===== src/rtl/time_entry.sv =====
// Keypad time-entry stage: shifts BCD keys into an MM:SS buffer, validates on START,
// pulses loadn to the countdown digit chain, then locks until the cook controller reports done.
module time_entry #(
  parameter int unsigned MAX_DIGITS   = 4,
  parameter int unsigned MAX_SEC_TENS = 5
) (
  input  logic       clk,
  input  logic       clr,
  input  logic       key_valid,
  input  logic [3:0] key_code,
  input  logic       clear_key,
  input  logic       start_key,
  input  logic       done,
  output logic [3:0] sec_ones,
  output logic [3:0] sec_tens,
  output logic [3:0] min_ones,
  output logic [3:0] min_tens,
  output logic       loadn,
  output logic       start_req,
  output logic [2:0] digit_cnt,
  output logic       entry_err,
  output logic [1:0] state_dbg
);

  // Handshake: all strobes are single-cycle and sampled on the rising edge; there is no
  // back-pressure. Within one cycle clear_key beats start_key beats key_valid.
  typedef enum logic [1:0] {
    EMPTY  = 2'd0,
    ENTRY  = 2'd1,
    LOAD   = 2'd2,
    LOCKED = 2'd3
  } state_t;

  localparam logic [2:0] MAX_CNT = 3'(MAX_DIGITS);
  localparam logic [3:0] MAX_ST  = 4'(MAX_SEC_TENS);

  state_t      state_q, state_d;
  logic [15:0] digits_q, digits_d;  // {min_tens, min_ones, sec_tens, sec_ones}
  logic [2:0]  cnt_q, cnt_d;
  logic        loadn_q, loadn_d;
  logic        start_req_q, start_req_d;
  logic        err_q, err_d;
  logic        key_legal;

  assign key_legal = (key_code <= 4'd9);

  always_ff @(posedge clk or posedge clr) begin
    if (clr) begin
      state_q     <= EMPTY;
      digits_q    <= '0;
      cnt_q       <= '0;
      loadn_q     <= 1'b1;
      start_req_q <= 1'b0;
      err_q       <= 1'b0;
    end else begin
      state_q     <= state_d;
      digits_q    <= digits_d;
      cnt_q       <= cnt_d;
      loadn_q     <= loadn_d;
      start_req_q <= start_req_d;
      err_q       <= err_d;
    end
  end

  always_comb begin
    state_d     = state_q;
    digits_d    = digits_q;
    cnt_d       = cnt_q;
    loadn_d     = 1'b1;
    start_req_d = 1'b0;
    err_d       = 1'b0;
    unique case (state_q)
      EMPTY: begin
        if (clear_key) begin
          state_d = EMPTY;
        end else if (start_key) begin
          err_d = 1'b1;
        end else if (key_valid) begin
          if (!key_legal) begin
            err_d = 1'b1;
          end else begin
            digits_d = {12'h000, key_code};
            cnt_d    = 3'd1;
            state_d  = ENTRY;
          end
        end
      end
      ENTRY: begin
        if (clear_key) begin
          digits_d = '0;
          cnt_d    = '0;
          state_d  = EMPTY;
        end else if (start_key) begin
          if (digits_q[7:4] > MAX_ST || digits_q == 16'h0000) begin
            err_d = 1'b1;
          end else begin
            loadn_d = 1'b0;
            state_d = LOAD;
          end
        end else if (key_valid) begin
          if (!key_legal) begin
            err_d = 1'b1;
          end else if (cnt_q < MAX_CNT) begin
            digits_d = {digits_q[11:0], key_code};
            cnt_d    = cnt_q + 3'd1;
          end
        end
      end
      LOAD: begin
        // loadn is low during this cycle; the controller is told one cycle later.
        start_req_d = 1'b1;
        state_d     = LOCKED;
      end
      LOCKED: begin
        if (done) begin
          digits_d = '0;
          cnt_d    = '0;
          state_d  = EMPTY;
        end
      end
      default: state_d = EMPTY;
    endcase
  end

  assign sec_ones  = digits_q[3:0];
  assign sec_tens  = digits_q[7:4];
  assign min_ones  = digits_q[11:8];
  assign min_tens  = digits_q[15:12];
  assign loadn     = loadn_q;
  assign start_req = start_req_q;
  assign digit_cnt = cnt_q;
  assign entry_err = err_q;
  assign state_dbg = state_q;

endmodule


===== config.mk =====
export PLATFORM = sky130hd
export DESIGN_NAME = time_entry
export DESIGN_NICKNAME = d
export VERILOG_FILES = /design/src/rtl/time_entry.sv
export SDC_FILE = /design/constraint.sdc
export NUM_CORES = 1
export LEC_CHECK = 0
export BUFFER_PORTS_ARGS = -buffer_cell sky130_fd_sc_hd__clkbuf_2
export CORE_ASPECT_RATIO = 1.2
export CORE_MARGIN = 3
export CORE_UTILIZATION = 55
export CTS_BUF_LIST = sky130_fd_sc_hd__clkbuf_8
export CTS_CLUSTER_DIAMETER = 200
export DETAILED_ROUTE_END_ITERATION = 6
export GPL_ROUTABILITY_DRIVEN = 0
export PLACE_DENSITY = 0.83
export SYNTH_ARGS = -nofsm -noshare
export SYNTH_HDL_FRONTEND = slang
export SYNTH_SLANG_ARGS = --single-unit

===== constraint.sdc =====
create_clock -name clk -period 3 [get_ports clk]
set_input_delay 0.3 -clock clk [delete_from_list [all_inputs] [get_ports clk]]
set_output_delay 0.3 -clock clk [all_outputs]
set_load 0.01 [all_outputs]

# == Word-level counts from Yosys, hierarchy flattened ==
# Cells that the tools add are included.
# op_classes
addsub,1
n_lt_le_gt_ge,3
eq_ne,17
n_mux,43
n_reduce_logical,6
# ops
op,count
$mux W16,10
$pmux W16 S3,1
$mux W3,10
$ne A3 B3 Y1 const B,9
$logic_not A16 Y1,1
$mux W2,8
$mux W1,11
$ne A2 B2 Y1 const B,5
$reduce_and A10 Y1,1
$pmux W3 S3,1
$pmux W2 S4,1
$reduce_and A6 Y1,1
$eq A2 B2 Y1 const B,2
$gt A4 B3 Y1 const B,1
$le A4 B4 Y1 const B,1
$add A3 B1 Y3 const B,1
$lt A3 B3 Y1 const B,1
$reduce_bool A3 Y1,1
$eq A2 B1 Y1 const B,1
$logic_not A2 Y1,1
$pmux W1 S2,1
$logic_or A1 B1 Y1,1
# word_totals
ff_bits,24
input_bits,10
out_inout_bits,24
elab_cells,76

# == Logic depth before layout (Yosys ltp) ==
# Gate-level depths: netlist of the first run.
# depth
ltp_word,7
ltp_mapped,7
depth_no_buf,4

# == Worst setup path after synthesis of the first run ==
# No wires, ideal clock.
# synth_timing
path_kind,reg2reg
from,register (tool-made name)
to,"register cnt_q[0], in the netlist digit_cnt[0]"
setup_time_ns,0.125
t_arrival_ns,1.505
required_time_ns,2.875
setup_slack_ns,1.370
path_stages_with_launch,7
n_path_buf,2
synth_period_minus_slack_ns,1.630
path_cell_list,dfrtp_1 -> buf_6 -> nor4_4 -> o21ai_2 -> a21oi_2 -> buf_6 -> mux2_4
# synth_rtl
item,line_no,text
"end signal, assigned",58,cnt_q <= cnt_d;
"end, declared",39,"logic [2:0] cnt_q, cnt_d;"

# == Final worst setup path of the first run ==
# layout_timing
from,"register state_q[0], in the netlist state_dbg[0]"
to,register digits_q[7]
# layout_between
elab_chain_len,3
elab_cells_between_ends,15
cone_classes,eq/ne: 11; mux: 1; reduce/logical: 3
# layout_lines
item,line_no,text
"start, declared",37,"state_t state_q, state_d;"
"start signal, assigned",56,state_q <= state_d;
"$eq A2 B1 Y1, or another cell as far along",72,unique case (state_q)
"$ne A3 B3 Y1 (no source line), or another cell as far along",--,
$reduce_and A10 Y1 (no source line),--,
"end signal, assigned",57,digits_q <= digits_d;
"end, declared",38,"logic [15:0] digits_q, digits_d;"
# Parallel ways exist; a longest one is shown, timed or not.
# A chain may end at the register's enable or synchronous reset.

==> flow_metrics.py, run 1 <==
metrics = {
    "synthesis": {
        "ys.flop_type": "dfrtp_1",
        "synth_seq_cells": 24,
        "syn_area_per_cell_um2": 10.4,
        "synthCells": 119,
        "synth-edff-count": 0,
        "yosysUniqueCellTypes": 33,
        "ys_warn_count": 0,
        "netlist_area_um2": 1230,
        "yosysSeqAreaShare": 0.487,
        "syn_nets": 130,
        "synthArstFlopShare": 1.00,
    },
    "clock_tree": {
        "postCtsSetupBuffers": 0,
        "cts.sinks": 24,
        "clkLatencyLatePin_ps": 260,
        "cts_max_path_buffers": 2,
        "htreeDepth": 1,
        "cts_buffers": 3,
        "cts_tree": "done",
        "clkTransAtPathRegs_ps": 80,
        "cts.repair.resized": 0,
        "cts_root_buf": "clkbuf_8",
        "hold_buffers": 0,
    },
    "setup_path": {
        "cp-end-kind": "flip-flop",
        "worstSetupPathType": "flip-flop to flip-flop",
        "crit_family": "flip-flops",
        "critPathBufInv": 1,
        "path_cells": "nor4_4 -> o21ai_2 -> a21oi_2 -> buf_4 -> mux2i_1",
        "r2r_slack_ps": 940,
        "crit_path_max_fanout": 14,
        "r2r_cells": 5,
        "slowest_stage": "dfrtp_1",
        "r2r_start": "state_dbg[0]",
        "start_kind": "flip-flop",
        "timing.rr.end": "digits_q[7]",
        "crit_required_ps": 3180,
        "critical_path.max_stage_delay_ps": 550,
        "cp_data_arrival_time_ps": 2250,
    },
    "placed_design": {
        "dp_hpwl_um": 1930,
        "io_buffers": 33,
    },
    "finish": {
        "fill_cells": 169,
        "diodes": 0,
        "final_cell_mix": "clkbuf_2, dfrtp_1, inv_1, nand2_1, mux2i_1",
        "layout_commonest_cell": "clkbuf_2",
        "syn_to_final_growth_pct": 15.9,
        "nets": 164,
        "regArea_um2": 602,
        "multiInputGateArea_um2": 499,
        "drive_gt1_frac": 0.296,
    },
    "global_route": {
        "grt_max_degree": 25,
        "grt_pass1_wl_um": 4530,
        "grt-ovfl-total": 0,
        "grt_pass1_vias": 1004,
        "grt_usage": 0.204,
        "antenna_found_initial": 0,
    },
    "sta": {
        "rsz0062_at_grt": "no",
        "relSlewSlack": 0.387,
        "hold_viol": 0,
        "finalMaxSlewViolations": 0,
        "setup_viol_count_final": 0,
        "tightest_slew_ps": 919,
        "finClkSkew_ps": 3.41,
        "timing.final.crit_period_ps": 2060,
        "period_share": 0.688,
        "tns_ps": 0,
        "max_freq_mhz": 485,
        "worst_hold_slack_ps": 209,
    },
    "route": {
        "viasPerCell": 5.35,
        "vias": 973,
        "detail_route.wl_per_cell_um": 14.1,
        "drc": 0,
        "routed_wl_um": 2570,
        "dr.pass1.iters": 4,
        "drt-initial-drc-count": 19,
        "ant_nets": 0,
    },
    "die": {
        "die_w_um": 49.3,
        "dieArea_um2": 2850,
        "die_height_um": 57.9,
        "placementRows": 18,
        "start_util": 0.590,
        "ios": 34,
        "core_um2": 2090,
    },
    "outcome": {
        "status": "complete, no violations",
    },
    "power": {
        "ir_drop_v": 0.000573,
        "power_density_nw_per_um2": 892,
        "leakagePower_nw": 0.708,
    },
    "flow_run": {
        "cap_violations": 0,
    },
    "worst_hold_path": {
        "hp-class": "input port to asynchronous set/reset pin",
    },
}
==> cell type report <==
type / instances / area share
clock inverters: 1 / 0.00262
inverters: 20 / 0.0524
repair buffers: 34 / 0.121
flip-flops and latches: 24 / 0.420
multi-input cells: 70 / 0.349
well taps: 30 / 0.0262
clock buffers: 3 / 0.0288
==> metrics by stage <==
step	std cells	total power [mW]	instance area, um2	util	setup WS (ps)
floorplan	119	0.974	1230	-	1370
global placement	178	1.07	1390	0.662	1080
detailed placement	178	1.09	1390	0.662	948
CTS	182	1.28	1430	0.683	917
global route	182	1.37	1430	0.683	760
finish	182	1.28	1430	0.683	937
==> cell usage after synthesis, drive strengths merged (2+ instances only) <==
| master | count | share of area |
|---|---|---|
| dfrtp | 23 | 0.47 |
| o21ai | 3 | 0.018 |
| nor4 | 5 | 0.037 |
| mux2i | 17 | 0.14 |
| a21oi | 3 | 0.015 |
| nand4 | 2 | 0.010 |
| inv | 20 | 0.061 |
| nor2b | 2 | 0.010 |
| nand2 | 22 | 0.069 |
| buf | 5 | 0.048 |
==> routing by layer <==
layer  wire [um]  GRT usage  part of all wire
met5           0          0                 0
met4          31     0.0732             0.012
met3         150     0.0283             0.058
met2        1360      0.356              0.53
met1        1030      0.258              0.40
==> power breakdown <==
| part | leakage (nW) | internal (mW) | switching [mW] |
|---|---|---|---|
| Combinational | 0.366 | 0.248 | 0.292 |
| Clock | 0.0269 | 0.0913 | 0.0995 |
| Sequential | 0.315 | 0.419 | 0.126 |
==> flip-flops by register name (all words and copies together), names as in the netlist, named ones only <==
signal,count
digits_q,16
entry_err,1
start_req,1
loadn,1
digit_cnt,3
state_dbg,1
==> kinds of logic (layout without fill, tap and decap cells) <==
logic type,after synthesis,in the layout,synth area share
DFF,24,24,0.487
and+or+nand+nor,39,39,0.172
muxes,18,18,0.150
buffers and inverters,25,58,0.108
adders and majority gates,1,1,0.0101
AOI/OAI and AO/OA,12,12,0.0719
==> how the worst max path moves through the flow <==
stage                 start           end  slack, ps  cells past startpoint
2_1_floorplan     flip-flop  digit_cnt[0]       1370                      6
3_3_place_gp   state_dbg[0]  digits_q[10]       1080                      5
3_5_place_dp   state_dbg[0]   digits_q[7]        950                      5
4_1_cts        state_dbg[0]   digits_q[7]        920                      5
5_1_grt        state_dbg[0]   digits_q[0]        760                      5
6_report       state_dbg[0]   digits_q[7]        940                      5
Note: power is estimated with default switching activity, not from simulation.
==> inputs of run 2 (changes only) <==
CORE_UTILIZATION = 53   (was 55)
PLACE_DENSITY = 0.81   (was 0.83)
clock period = 2.1 ns   (was 3 ns; I/O delays follow)
==> run 2 against run 1 <==
Net effect:
- clock-buffer cell count is the same
- final cell count up 0.55%
- die area grew 3.3%
- clock skew is 2.2 ps lower
- fmax grew 16%
- largest cell class unchanged
- sequential share of layout area down 0.97 points
==> flow_metrics.py, run 2 (synthesis gave the netlist of run 1 again) <==
metrics = {
    "outcome": {
        "status": "complete, no violations",
    },
    "setup_path": {
        "critical_path.max_stage_delay_ps": 550,
        "cp-end-kind": "flip-flop",
        "crit_path_max_fanout": 14,
        "path_cells": "nor4_4 -> o21ai_2 -> a21oi_2 -> buf_4 -> mux2i_1",
        "start_kind": "flip-flop",
        "cp_data_arrival_time_ps": 1980,
        "worstSetupPathType": "flip-flop to flip-flop",
        "critPathBufInv": 1,
        "crit_family": "flip-flops",
        "slowest_stage": "dfrtp_1",
        "crit_required_ps": 2290,
    },
    "sta": {
        "finalMaxSlewViolations": 0,
        "max_freq_mhz": 561,
        "timing.final.crit_period_ps": 1780,
        "setup_viol_count_final": 0,
        "finClkSkew_ps": 1.25,
        "period_share": 0.850,
        "tns_ps": 0,
        "rsz0062_at_grt": "no",
        "worst_hold_slack_ps": 84.7,
        "relSlewSlack": 0.420,
        "tightest_slew_ps": 869,
        "hold_viol": 0,
    },
    "finish": {
        "regArea_um2": 602,
        "nets": 165,
        "final_cell_mix": "clkbuf_2, dfrtp_1, nand2_1, inv_1, mux2i_1",
        "diodes": 0,
        "largest_register_ffs": 16,
        "fin_area_um2": 1470,
        "layout_commonest_cell": "clkbuf_2",
        "syn_to_final_growth_pct": 18.6,
        "multiInputGateArea_um2": 499,
        "top_register": "digits_q",
        "fill_cells": 162,
        "drive_gt1_frac": 0.307,
    },
    "power": {
        "power_density_nw_per_um2": 1350,
        "ir_drop_v": 0.00105,
        "leakagePower_nw": 0.722,
    },
    "clock_tree": {
        "cts_max_path_buffers": 2,
        "clkTransAtPathRegs_ps": 80,
        "cts_tree": "done",
        "cts.repair.resized": 0,
        "postCtsSetupBuffers": 0,
        "cts_root_buf": "clkbuf_8",
        "clkLatencyLatePin_ps": 270,
        "cts.sinks": 24,
        "hold_buffers": 0,
        "cts_buffers": 3,
        "htreeDepth": 1,
    },
    "route": {
        "topRoutingLayerUsed": "met4",
        "drc": 0,
        "viasPerCell": 5.27,
        "detail_route.wl_per_cell_um": 14.2,
        "wl_met3_um": 119,
        "vias": 965,
        "dr.pass1.iters": 4,
        "met2_length_um": 1290,
        "routed_wl_um": 2600,
        "met1_length_um": 1120,
        "ant_nets": 0,
        "drt-initial-drc-count": 18,
    },
    "die": {
        "start_util": 0.577,
        "die_w_um": 50.1,
        "dieArea_um2": 2950,
        "ios": 34,
        "core_um2": 2140,
        "die_height_um": 58.9,
        "placementRows": 18,
    },
    "global_route": {
        "grt_pass1_vias": 962,
        "grt-ovfl-total": 0,
        "grt_pass1_wl_um": 4440,
        "grt_max_degree": 25,
        "grt_usage": 0.204,
        "antenna_found_initial": 0,
    },
    "worst_hold_path": {
        "hp-class": "input port to asynchronous set/reset pin",
    },
    "placed_design": {
        "io_buffers": 33,
        "dpl-instance-area_um2": 1390,
        "dp_hpwl_um": 1910,
    },
    "flow_run": {
        "cap_violations": 0,
    },
}
## run 2: cell count changes in the layout (fill, tap and decap cells not counted)
cell and delta:
bufinv_16 +1, buf_4 +1, inv_1 -1
## run 2: path summary, 6_finish.rpt
check / from / endpoint / slack [ps] / depth (start not counted)
hold reg to reg: digits_q[14] / digits_q[14] / 550 / 2
max in group asynchronous: clr / digits_q[12] / 1480 / 2
min in group clk: key_code[0] / digits_q[0] / 170 / 3
hold / removal: clr / digits_q[13] / 80 / 2
setup reg to reg: state_dbg[0] / digits_q[8] / 320 / 5
setup / recovery: state_dbg[0] / digits_q[8] / 320 / 5
## run 2: cell type report
class,count,area share
Multi-Input combinational cell,70,0.341
Clock buffer,3,0.0282
Sequential cell,24,0.411
Inverter,20,0.0512
Timing Repair Buffer,35,0.123
Clock inverter,1,0.0205
Tap cell,30,0.0256
## run 2: layer usage
metal,global-route usage,vias to the layer above
met2,0.338,25
met4,0.126,0
li1,-,465
met5,0,-
met1,0.248,470
met3,0.0304,5
## run 2: power breakdown
group	total (mW)	leakage [nW]	internal, mW	switching [mW]
Combinational	0.783	0.371	0.368	0.416
Sequential	0.786	0.315	0.599	0.187
Clock	0.407	0.0357	0.255	0.151
## run 2: metrics by stage
| stage | power [mW] | std cells | utilization | setup slack [ps] |
|---|---|---|---|---|
| after floorplan | 1.39 | 119 | - | 470 |
| after CTS | 2.00 | 183 | 0.685 | 314 |
| after global routing | 2.11 | 183 | 0.685 | 210 |
| after detailed placement | 1.59 | 179 | 0.651 | 331 |
| after global placement | 1.56 | 179 | 0.651 | 446 |
| final | 1.98 | 183 | 0.685 | 316 |
